`src/rtl/fd_request_sequencer.sv`:
```
// Request FIFO and issue/capture sequencer wrapped around the combinational fast_divider.
// Results are returned in request order, each carrying the 8-bit tag assigned at acceptance.
module fd_request_sequencer #(
    parameter int WIDTH         = 8,
    parameter int DEPTH         = 4,
    parameter int SETTLE_CYCLES = 1
) (
    input  logic                     clk_in,
    input  logic                     rst_n_in,
    input  logic                     req_valid_in,
    output logic                     req_ready_out,
    input  logic [WIDTH-1:0]         req_dividend_in,
    input  logic [WIDTH-1:0]         req_divisor_in,
    output logic [WIDTH-1:0]         div_dividend_out,
    output logic [WIDTH-1:0]         div_divisor_out,
    input  logic [WIDTH-1:0]         div_quotient_in,
    input  logic [WIDTH-1:0]         div_remainder_in,
    input  logic                     div_dbz_in,
    output logic                     rsp_valid_out,
    input  logic                     rsp_ready_in,
    output logic [WIDTH-1:0]         rsp_quotient_out,
    output logic [WIDTH-1:0]         rsp_remainder_out,
    output logic                     rsp_dbz_out,
    output logic [7:0]               rsp_tag_out,
    output logic [$clog2(DEPTH):0]   count_out,
    output logic                     busy_out
);

    localparam int PTR_W   = $clog2(DEPTH);
    localparam int CNT_W   = (SETTLE_CYCLES < 2) ? 1 : $clog2(SETTLE_CYCLES + 1);
    localparam int ENTRY_W = 2 * WIDTH + 8;
    localparam logic [PTR_W:0]   FULL   = (PTR_W + 1)'(DEPTH);
    localparam logic [CNT_W-1:0] SETTLE = CNT_W'(SETTLE_CYCLES);

    typedef enum logic [1:0] {
        S_IDLE,
        S_WAIT,
        S_RESP
    } state_t;

    state_t             state;
    state_t             state_next;
    logic [ENTRY_W-1:0] fifo_mem [DEPTH];
    logic [PTR_W-1:0]   wr_ptr;
    logic [PTR_W-1:0]   rd_ptr;
    logic [7:0]         tag_next;
    logic [7:0]         cur_tag;
    logic [CNT_W-1:0]   settle_cnt;
    logic               push;
    logic               pop;
    logic               capture;
    logic               release_rsp;
    logic               fifo_nonempty;
    logic [ENTRY_W-1:0] head;

    assign req_ready_out = (count_out != FULL);
    assign fifo_nonempty = (count_out != '0);
    assign push          = req_valid_in && req_ready_out;
    assign busy_out      = (state != S_IDLE) || fifo_nonempty;
    assign head          = fifo_mem[rd_ptr];

    // Storage carries no reset: pointers and count alone define what is valid.
    always_ff @(posedge clk_in) begin
        if (push) begin
            fifo_mem[wr_ptr] <= {req_dividend_in, req_divisor_in, tag_next};
        end
    end

    always_ff @(posedge clk_in or negedge rst_n_in) begin
        if (!rst_n_in) begin
            wr_ptr    <= '0;
            rd_ptr    <= '0;
            count_out <= '0;
            tag_next  <= '0;
        end else begin
            if (push) begin
                wr_ptr   <= wr_ptr + 1'b1;
                tag_next <= tag_next + 8'd1;
            end
            if (pop) begin
                rd_ptr <= rd_ptr + 1'b1;
            end
            case ({push, pop})
                2'b10:   count_out <= count_out + 1'b1;
                2'b01:   count_out <= count_out - 1'b1;
                default: count_out <= count_out;
            endcase
        end
    end

    always_ff @(posedge clk_in or negedge rst_n_in) begin
        if (!rst_n_in) begin
            state <= S_IDLE;
        end else begin
            state <= state_next;
        end
    end

    always_comb begin
        state_next  = state;
        pop         = 1'b0;
        capture     = 1'b0;
        release_rsp = 1'b0;
        case (state)
            S_IDLE: begin
                if (fifo_nonempty) begin
                    pop        = 1'b1;
                    state_next = S_WAIT;
                end
            end
            S_WAIT: begin
                if (settle_cnt == CNT_W'(1)) begin
                    capture    = 1'b1;
                    state_next = S_RESP;
                end
            end
            S_RESP: begin
                if (rsp_ready_in) begin
                    release_rsp = 1'b1;
                    if (fifo_nonempty) begin
                        pop        = 1'b1;
                        state_next = S_WAIT;
                    end else begin
                        state_next = S_IDLE;
                    end
                end
            end
            default: state_next = S_IDLE;
        endcase
    end

    // Issue side: divider operands only move on a pop, so they stay put through RESP/IDLE.
    always_ff @(posedge clk_in or negedge rst_n_in) begin
        if (!rst_n_in) begin
            div_dividend_out <= '0;
            div_divisor_out  <= '0;
            cur_tag          <= '0;
            settle_cnt       <= '0;
        end else if (pop) begin
            div_dividend_out <= head[ENTRY_W-1 -: WIDTH];
            div_divisor_out  <= head[8 +: WIDTH];
            cur_tag          <= head[7:0];
            settle_cnt       <= SETTLE;
        end else if (state == S_WAIT) begin
            settle_cnt <= settle_cnt - CNT_W'(1);
        end
    end

    always_ff @(posedge clk_in or negedge rst_n_in) begin
        if (!rst_n_in) begin
            rsp_valid_out     <= 1'b0;
            rsp_quotient_out  <= '0;
            rsp_remainder_out <= '0;
            rsp_dbz_out       <= 1'b0;
            rsp_tag_out       <= '0;
        end else if (capture) begin
            rsp_valid_out     <= 1'b1;
            rsp_quotient_out  <= div_quotient_in;
            rsp_remainder_out <= div_remainder_in;
            rsp_dbz_out       <= div_dbz_in;
            rsp_tag_out       <= cur_tag;
        end else if (release_rsp) begin
            rsp_valid_out <= 1'b0;
        end
    end

endmodule

```
`config.mk`:
```
export PLATFORM = sky130hd
export DESIGN_NAME = fd_request_sequencer
export DESIGN_NICKNAME = d
export VERILOG_FILES = /design/src/rtl/fd_request_sequencer.sv
export SDC_FILE = /design/constraint.sdc
export NUM_CORES = 1
export LEC_CHECK = 0
export CELL_PAD_IN_SITES_DETAIL_PLACEMENT = 1
export CELL_PAD_IN_SITES_GLOBAL_PLACEMENT = 1
export CORE_MARGIN = 8
export CORE_UTILIZATION = 45
export CTS_BUF_LIST = sky130_fd_sc_hd__clkbuf_8
export CTS_CLUSTER_DIAMETER = 100
export CTS_CLUSTER_SIZE = 10
export DETAILED_ROUTE_END_ITERATION = 16
export GPL_ROUTABILITY_DRIVEN = 0
export MAX_ROUTING_LAYER = met4
export PLACE_DENSITY = 0.73
export SLEW_MARGIN = 15
export SYNTH_ARGS = -nofsm -noshare
export SYNTH_HDL_FRONTEND = slang
export SYNTH_SLANG_ARGS = --single-unit
export TNS_END_PERCENT = 10
```
`constraint.sdc`:
```
create_clock -name clk_in -period 5.8 [get_ports clk_in]
set_input_delay 1.16 -clock clk_in [delete_from_list [all_inputs] [get_ports clk_in]]
set_output_delay 1.16 -clock clk_in [all_outputs]
set_load 0.005 [all_outputs]
```
# After elaboration in Yosys (flattened, before gate mapping)
# Memories as Yosys holds them, arrays and structs flattened. A register that Yosys moved wholly into a read port is not among the register bits.
# Index checks and enable logic that the tools add are counted.
# totals
word_cells	55
mem_bits_rw	96
latchBits	0
in_bits	37
reg_bits	44
output_inout_bits	47
mem_bits_ro	0
mem_count	1
# mem_list
memory	words	width	rd	rd_ports_with_merged_regs	wr	line	source
fifo_mem	4	24	1	1	1	43	logic [ENTRY_W-1:0] fifo_mem [DEPTH];
# op_classes
order_cmp	0
bitwise	0
reduce_logical	10
n_eq_ne	8
n_shift	0
muxes	19
addsub	6
multipliers	0
div	0
# ops
op	count
$mux 1	13
$add 8x1->8 const B	1
$reduce_bool 2->1	4
$mux 2	3
$ne 2x2->1 const B	3
$pmux 2 s3	1
$pmux 3 s2	1
$add 2x1->2 const B	2
$eq 2x1->1 const B	2
$eq 2x2->1 const B	2
$add 3x1->3 const B	1
$ne 3x3->1 const B	1
$reduce_and 3->1	1
$reduce_bool 3->1	1
$sub 3x1->3 const B	1
$logic_not 2->1	1
$pmux 1 s2	1
$logic_and 1x1->1	1
$logic_not 1->1	1
$logic_or 1x1->1	1
$sub 1x1->1 const B	1

# Logic depth before layout (Yosys ltp)
# depth
depth_word	6
depth_mapped	8

# Worst setup path after synthesis
# No wires, ideal clock.
# synth_path
path_type	input to register
start	input port rsp_ready_in
end	register count_out[1]
path_stages	6
path_buffers	1
setup_slack_ps	3086
setup_ps	125
arrival_time_ps	2590
cell_sequence	nor2b_1 nor3_4 buf_4 ha_1 fa_1 mux2_2
# synth_between
elab_chain_cells	4
# synth_rtl
element	line	source
start, declared	20	input logic rsp_ready_in,
$mux 1 *	118	if (rsp_ready_in) begin
$pmux 1 s2 *	104	case (state)
via pop	50	logic pop;
$eq 2x1->1 / $eq 2x2->1 (equally long branches)	83	case ({push, pop})
$pmux 3 s2 / $reduce_bool 2->1 (equally long branches)	n/a	
end signal, assigned	84	2'b10: count_out <= count_out + 1'b1;
end signal, assigned	85	2'b01: count_out <= count_out - 1'b1;
end signal, assigned	86	default: count_out <= count_out;
end, declared	25	output logic [$clog2(DEPTH):0] count_out,
# Mark *: on every way through the listed nets, which the timed path passes. The rest lies on a longest branch.
# A chain may end at the register's enable or synchronous reset.

# Worst setup path in the final report
# layout_path
start	register count_out[0]
end	output port req_ready_out
# layout_between
elab_chain_cells	1
# layout_rtl
element	line	source
$ne 3x3->1	56	assign req_ready_out = (count_out != FULL);
end, declared	11	output logic req_ready_out,
# No other way between the ends.

==> key figures <==
Detailed routing
  • Post-route ant nets: 0
  • Pre-Repair DR Iteration Count: 4
  • Via count: 3058
  • Avg WL per Cell: roughly 19 µm
  • Wirelength, routed: 11500 µm
  • Post-route DRC: 0
  • Iteration-0 DRC Markers: 161
  • Routed vias/inst: 5.12

STA
  • Actual slew at the worst max-slew pin: 0.901 ns
  • Fmax: just over 300 MHz
  • Hold_ws: between 0.5 and 0.6 ns
  • Final slew viol count: 0
  • Setup_tns: 0 ns
  • Period utilization: 56.1%
  • Final setup margin: between 2 and 3 ns
  • Setup Viol. Count Final: 0
  • Slew margin rel.: 39.9%
  • Clock skew: between 0.01 and 0.015 ns
  • Minimum clock period: 3.25 ns
  • RSZ-0062 raised after global routing: false
  • Fin. Hold Viols: 0

Floorplan
  • Row cnt: 43
  • Die area: about 18000 µm²
  • Die X: around 130 µm
  • Top-Level Pins: 84
  • Core area: 13700 µm²
  • Initial Util: 45.4%
  • Height of the chip: 134 µm

Placed design
  • Setup WS pre-CTS: around 2.6 ns
  • DP Cell Count: 566
  • Final HPWL DP: ~7600 µm
  • DP Area: 7240 µm²
  • Port Buf Inserts: between 80 and 90

Global routing
  • Vias in the first global route: 3477
  • Antenna violations before repair: 0
  • First-pass GRT wire length: 18900 µm
  • Largest net degree at the start of global routing: 69
  • Total GRT Usage: 14.1%
  • GR Overflow Total: 0

Critical path
  • Crit-path max FO: 9
  • CP required: around 4.6 ns
  • R2R cell count: 6
  • CP endpoint kind: primary output
  • FF-to-FF Start: count_out[0]$_DFFE_PN0P_
  • Source of the critical timing path: count_out[0]$_DFFE_PN0P_
  • Crit start category: flop
  • Crit path DAT: about 2.1 ns
  • R2R Path End: count_out[1]$_DFFE_PN0P_
  • WS Path Type: reg -> out
  • R2R setup slack: 3.41 ns

Clock network
  • CTS Sinks: 164
  • Root buffer cell: clkbuf_8
  • Htree depth: 4
  • Clock Path Buffers: 2
  • CTS tree: done
  • Worst-Skew Late Latency: around 0.42 ns
  • Post-CTS Resized: 0
  • Total CTS buffers: 17
  • CTS clk-pin slew, worst paths: around 0.080 ns
  • Cts hold-fix bufs: 0
  • Total setup buffers inserted after CTS: 0

Synth
  • #FFs+latches synth: 164
  • Mean post-synth cell area: 20.1 µm²
  • Yosys warning count: 0
  • Synthesized cell area: 6230 µm²
  • Net count after synthesis: 354
  • Synth Instances: 310
  • Post-synth cell types: 32
  • Seq/Total Area, Yosys: 73.6%

Final layout
  • Fill cell count: 1261
  • Post-route cell area: between 7000 and 8000 µm²
  • Layout cell share with drive strength beyond 1: 27.6%
  • Multi-input gate area: 1560 µm²
  • Final Non-Filler Cells: roughly 600
  • Number of inserted diodes: 0
  • Register area: 4590 µm²
  • Fin util: between 50 and 60%
  • Fin nets: 449
  • Area Overhead vs Synth: 21.3%

Pwr
  • Pleak: approximately 2.8 nW
  • Power Density: 526 nW/µm²
  • Peak VDD IR: 0.244 mV
  • Total power: 3.98 mW

Run
  • Total of max-cap violations: 0

Hold path
  • Hold Path End: div_dividend_out[3]$_DFFE_PN0P_
  • Hold Crit Depth: 1
  • Hold Startpoint: div_dividend_out[3]$_DFFE_PN0P_
  • Min-delay worst type: reg -> reg

Status
  • Status: finished clean
[final cells by class]
| class | count | area share [%] |
|---|---|---|
| flip-flops and latches | 164 | 60.7 |
| clock inverters | 14 | 1.01 |
| repair buffers | 87 | 11.4 |
| multi-input cells | 131 | 20.6 |
| inverters | 4 | 0.199 |
| well taps | 180 | 2.98 |
| clock buffers | 17 | 3.10 |
[sequential cells by signal, indices dropped and copies added, names as in the netlist]
register           flops
fifo_mem              96
rsp_dbz_out            1
count_out              3
state                  2
rsp_remainder_out      8
div_divisor_out        8
wr_ptr                 2
div_dividend_out       8
rsp_tag_out            8
settle_cnt             1
rsp_quotient_out       8
rsp_valid_out          1
tag_next               8
rd_ptr                 2
cur_tag                8
[power breakdown]
group	internal (mW)	switching [mW]	total (mW)	leakage [nW]
clock network	0.282	0.380	0.663	0.164
registers	1.67	0.306	1.98	1.68
logic	0.853	0.484	1.34	0.918
total	2.80	1.17	3.98	2.77
[cells in the mapped netlist]
cell	instances	area, µm²
edfxtp_1	96	2880
dfrtp_1	68	1700
mux2_2	52	586
mux4_2	24	541
xnor2_1	7	61.3
ha_1	6	75.1
xor2_1	6	52.6
and3_1	5	31.3
nor2_1	4	15.0
buf_2	3	15.0
buf_4	3	22.5
clkbuf_1	3	11.3
inv_1	3	11.3
nand2_1	3	11.3
nand4_1	3	18.8
nor2b_1	3	18.8
a21oi_1	2	10.0
buf_6	2	22.5
nand2_2	2	12.5
nand3_1	2	10.0
nor3_1	2	10.0
and2b_1	1	7.51
and4_1	1	8.76
clkinv_1	1	3.75
fa_1	1	20.0
nor3_2	1	10.0
nor3_4	1	16.3
nor3b_2	1	12.5
nor4b_1	1	8.76
o31ai_1	1	7.51
or2_2	1	6.26
or3_1	1	6.26
[worst max-delay path: stages, from the launching register on]
cell and delay [ns]:
dfrtp_1 0.48, nor3b_2 0.34, clkinv_1 0.31, clkdlybuf4s50_1 0.53
[worst max-delay path by stage]
stage                                      to  slack, ns  cells past startpoint
floorplan            count_out[1]$_DFFE_PN0P_       3.09                      6
global placement     fifo_mem[2][2]$_DFFE_PP_       2.51                      2
detailed placement  fifo_mem[0][15]$_DFFE_PP_       2.62                      3
CTS                             req_ready_out       2.49                      3
global route                    req_ready_out       2.35                      3
finish                          req_ready_out       2.55                      3
[routing by layer]
metal | global-route usage (%) | vias to the layer above | wire, µm
met1 | 16.8 | 1594 | 5070
met2 | 23.0 | 74 | 5810
met5 | - | - | 0
li1 | - | 1376 | -
met4 | 4.87 | 0 | 155
met3 | 3.65 | 14 | 451
[placed cells by master (no fill, tap or decap)]
master,n
nor4b_1,1
clkinv_1,3
nand4_1,3
or2_2,1
nor3_4,1
dfrtp_1,66
clkbuf_8,17
nand3_1,2
fa_1,1
buf_4,5
nor2b_1,3
nor3_1,2
inv_1,7
clkinv_2,3
ha_1,6
clkdlybuf4s50_1,82
and3_1,4
and4_1,1
nor3_2,1
inv_6,1
and2b_1,1
nor3b_2,1
dfrtp_2,2
or3_1,1
mux2_2,52
xnor2_1,7
nand2_1,3
edfxtp_1,96
o31ai_1,1
and3_2,1
xor2_1,6
mux4_2,24
a21oi_1,2
nand2_2,2
nor2_1,4
clkinvlp_4,4
[cells by family after synthesis]
logic type                 Yosys count  synth area share [%]
DFF                                164                  73.6
and+or+nand+nor                     32                  3.28
muxes                               76                  18.1
AOI/OAI and AO/OA                    3                 0.281
adders and majority gates            7                  1.53
xor gates and xnor gates            13                  1.83
buffers and inverters               15                  1.39
No activity file was read; power rests on OpenSTA's default activity.
==> edit 1: new RTL, same flow settings <==
`DEPTH`: 4 -> 8.
--- a/src/rtl/fd_request_sequencer.sv
+++ b/src/rtl/fd_request_sequencer.sv
@@ -4,3 +4,3 @@
     parameter int WIDTH         = 8,
-    parameter int DEPTH         = 4,
+    parameter int DEPTH         = 8,
     parameter int SETTLE_CYCLES = 1
Ports: changed (resized count_out); port bits go from 84 to 85. The function was not compared with the original's and may differ.
==> edit 1 against the original RTL <==
- worst setup slack worse by 190 ps
- final area grew 56%
- worst hold slack hardly changed
- routed wire length rose by 76%
- sequential cell count is 99 higher
- area after synthesis up 62%
- sequential share of layout area is 3.3 points higher
- global-route usage grew 1.5 points
- count of clock-buffer cells in the layout is 14 higher
- first-iteration DRC count is 61% higher
- total power is 50% higher
- combinational power up 47%
- synthesized cell count increased by 68%
- critical path type unchanged
==> edit 1: results (changes against the original RTL) <==
min_path:
  hold_path_startpoint: "rsp_remainder_out[0]"
  timing.hold.worst_endpoint: "rsp_remainder_out[0]"
run_status:
  outcome: "complete, no violations"
place:
  port_buffers: 84  # +1.2%
  dp.final_hpwl_um: 12340  # +62%
yosys:
  synth_enable_flop_cells: 192  # +100%
  synth.net_count: 564  # +59%
  ys_types: 35  # +9.4%
  synth_seq_area_share: 0.7496  # +0.01338
route:
  routedLengthMet1_um: 8511  # +68%
  met3_wirelength_um: 855  # +90%
die:
  num_rows: 54  # +26%
clocking:
  numCtsBuffers: 30  # +13
  h-tree-depth: 1  # -3
  clock_tree.buffer_depth: 3  # +1
power:
  net-switching-power_mw: 1.861  # +59%
global_route:
  grt_pass1_wl_um: 32200  # +70%
  number_of_global_route_vias_before_repair: 5626  # +62%
  gr-usage-met3: 0.02082  # -0.01570
  grt.total_usage: 0.1565  # +0.01527
layout:
  fin_cells: 927  # +55%
  largest_reg_flops: 192  # +100%
setup_path:
  worst_r2r_path_depth: 8  # +2
  crit_path_end: "busy_out"
  worst-endpoint-arrival_ps: 2280  # +190 ps
-- edit 1: changes by cell type after synthesis, moves of 5 or more --
| cell | change |
|---|---|
| a21oi_1 | +25 |
| and3_1 | -5 |
| buf_2 | +8 |
| edfxtp_1 | +96 |
| mux2_2 | -26 |
| mux2i_1 | +25 |
| mux4_2 | +24 |
| nand2_1 | +14 |
| nor2_1 | +27 |
-- edit 1: cells by family (layout without fill, tap and decap cells) --
| logic type | Yosys count | count (layout) |
|---|---|---|
| and+or+nand+nor | 77 | 77 |
| AOI/OAI and AO/OA | 32 | 32 |
| buffers and inverters | 29 | 156 |
| adders and majority gates | 7 | 7 |
| xor gates and xnor gates | 13 | 13 |
| DFF | 263 | 263 |
| muxes | 99 | 99 |
-- edit 1: power groups by stage --
stage | logic [mW] | registers (mW) | clock network [mW]
6_report | 1.97 | 2.87 | 1.11
5_1_grt | 2.16 | 2.94 | 1.22
4_1_cts | 2.03 | 2.89 | 1.15
3_5_place_dp | 2.02 | 2.93 | 0
3_3_place_gp | 1.95 | 2.88 | 0
2_1_floorplan | 1.31 | 2.79 | 0
-- edit 1: cell type report --
cell class                 instances  area [um2]
clock buffer                      31       426.7
sequential                       263        7546
multi-input combinational        228        2420
timing repair buffer              94       913.4
tap                              280       350.3
clock inverter                    24       95.09
fill                            2009       10110
inverter                           7       31.28
-- edit 1: metrics by stage --
stage,hold slack [ps],area (um2),setup slack [ps]
global route,522.6,11780,2212
CTS,514.1,11780,2323
global placement,486.2,11260,2529
floorplan,481.4,10060,1571
detailed placement,497.0,11260,2363
finish,507.8,11780,2361
-- edit 1: worst max-delay path, stage by stage, from the launching register on --
cell and delay [ps]:
dfrtp_1 450, nor4_1 630, nand2_1 140, clkdlybuf4s50_1 510
==> edit 2: new RTL, same settings <==
Without the edit above. Encoding of `state_t`: now one-hot (3 bits for 3 states).
--- a/src/rtl/fd_request_sequencer.sv
+++ b/src/rtl/fd_request_sequencer.sv
@@ -34,6 +34,6 @@
 
-    typedef enum logic [1:0] {
-        S_IDLE,
-        S_WAIT,
-        S_RESP
+    typedef enum logic [2:0] {
+        S_IDLE = 3'b001,
+        S_WAIT = 3'b010,
+        S_RESP = 3'b100
     } state_t;
Check against the original RTL: no difference found for any inputs over 10 cycles, from zero or initial values and one cycle with rst_n_in low; not proved beyond that.
==> edit 2 against the original RTL <==
- first-iteration DRC count up 6.2%
- total power increased by 8.0%
- register-to-register slack got worse by 170 ps
- worst setup slack worse by 14 ps
- routed wire length is 4.4% higher
- count of clock-buffer cells in the layout unchanged
- clock skew about the same
- sequential power about the same
- area after synthesis increased by 3.0%
- critical path depth stayed put
- sequential cell count grew 1
- final area is 4.1% higher
- critical path type unchanged
- largest power group unchanged
==> edit 2: results (changes against the original RTL) <==
yosys:
  synth.area.top_cells: "edfxtp_1, dfrtp_1, mux4_2, mux2_2, mux2_4"
  synth.net_count: 371  # +4.8%
  synth_seq_area_share: 0.7192  # -0.01702
  async_reset_ff_frac: 0.4182  # +0.003548
  ys_types: 42  # +31%
  syn-instance-count: 327  # +5.5%
timing:
  layout_setup_ws_ps: 2535  # -14.03 ps
setup_path:
  crit_path_end: "busy_out"
  critical-path-max-stage-delay_ps: 580  # +50 ps
  path_delay_family: "simple AND/OR/NAND/NOR gates"
power:
  net-switching-power_mw: 1.226  # +4.8%
  sequentialPowerShare: 0.462  # -0.035
  irDropWorstVdd_uv: 237.6  # -2.8%
layout:
  n_fill_cell: 1262  # +0.079%
  drive_above_1_share: 0.2857  # +0.009935
  signal_buffers: 89  # +2.3%
  buffer_area_frac: 0.1110  # -0.002592
  n_multi_input_combinational_cell: 140  # +6.9%
  register_area_um2: 4613  # +0.57%
  final_net_count: 465  # +3.6%
route:
  postRouteWirelength_um: 12000  # +4.4%
  first_iter_violations: 171  # +6.2%
  met3_wirelength_um: 428  # -5.1%
  avgRoutedWirePerCell_um: 19.55  # +1.5%
  routedLengthMet1_um: 5332  # +5.1%
clocking:
  clock-sinks: 165  # +0.61%
  insertion_delay_ps: 450  # +30 ps
global_route:
  pin_count_of_the_biggest_net_entering_global_routing: 70  # +1.4%
  groute.layer.met1.usage: 0.1758  # +0.007577
  groute.layer.met2.usage: 0.2297  # about the same
place:
  place_area_um2: 7421  # +2.5%
  dp.cells: 582  # +2.8%
run_status:
  outcome: "complete, no violations"
die:
  floorplan.core_area_um2: 13880  # +1.2%
## edit 2: cell types whose count changed after synthesis, sizes merged, moves of 2 or more
cell / before / now
inv: 3 / 8
a2111oi: 0 / 2
xor2: 6 / 4
nand3b: 0 / 2
a211oi: 0 / 2
xnor2: 7 / 9
nor2b: 3 / 0
clkbuf: 3 / 6
nand3: 2 / 4
or3b: 0 / 2
nor3: 4 / 2
nand2b: 0 / 2
## edit 2: logic make-up (layout without fill, tap and decap cells)
| family | Yosys count | in the layout | synth area share |
|---|---|---|---|
| compound gates | 9 | 9 | 0.01269 |
| fa+ha+maj | 7 | 7 | 0.01483 |
| simple gates | 35 | 35 | 0.03552 |
| flops | 165 | 165 | 0.7192 |
| mux | 76 | 76 | 0.1813 |
| xor+xnor | 13 | 13 | 0.01776 |
| buf+inv | 22 | 129 | 0.01873 |
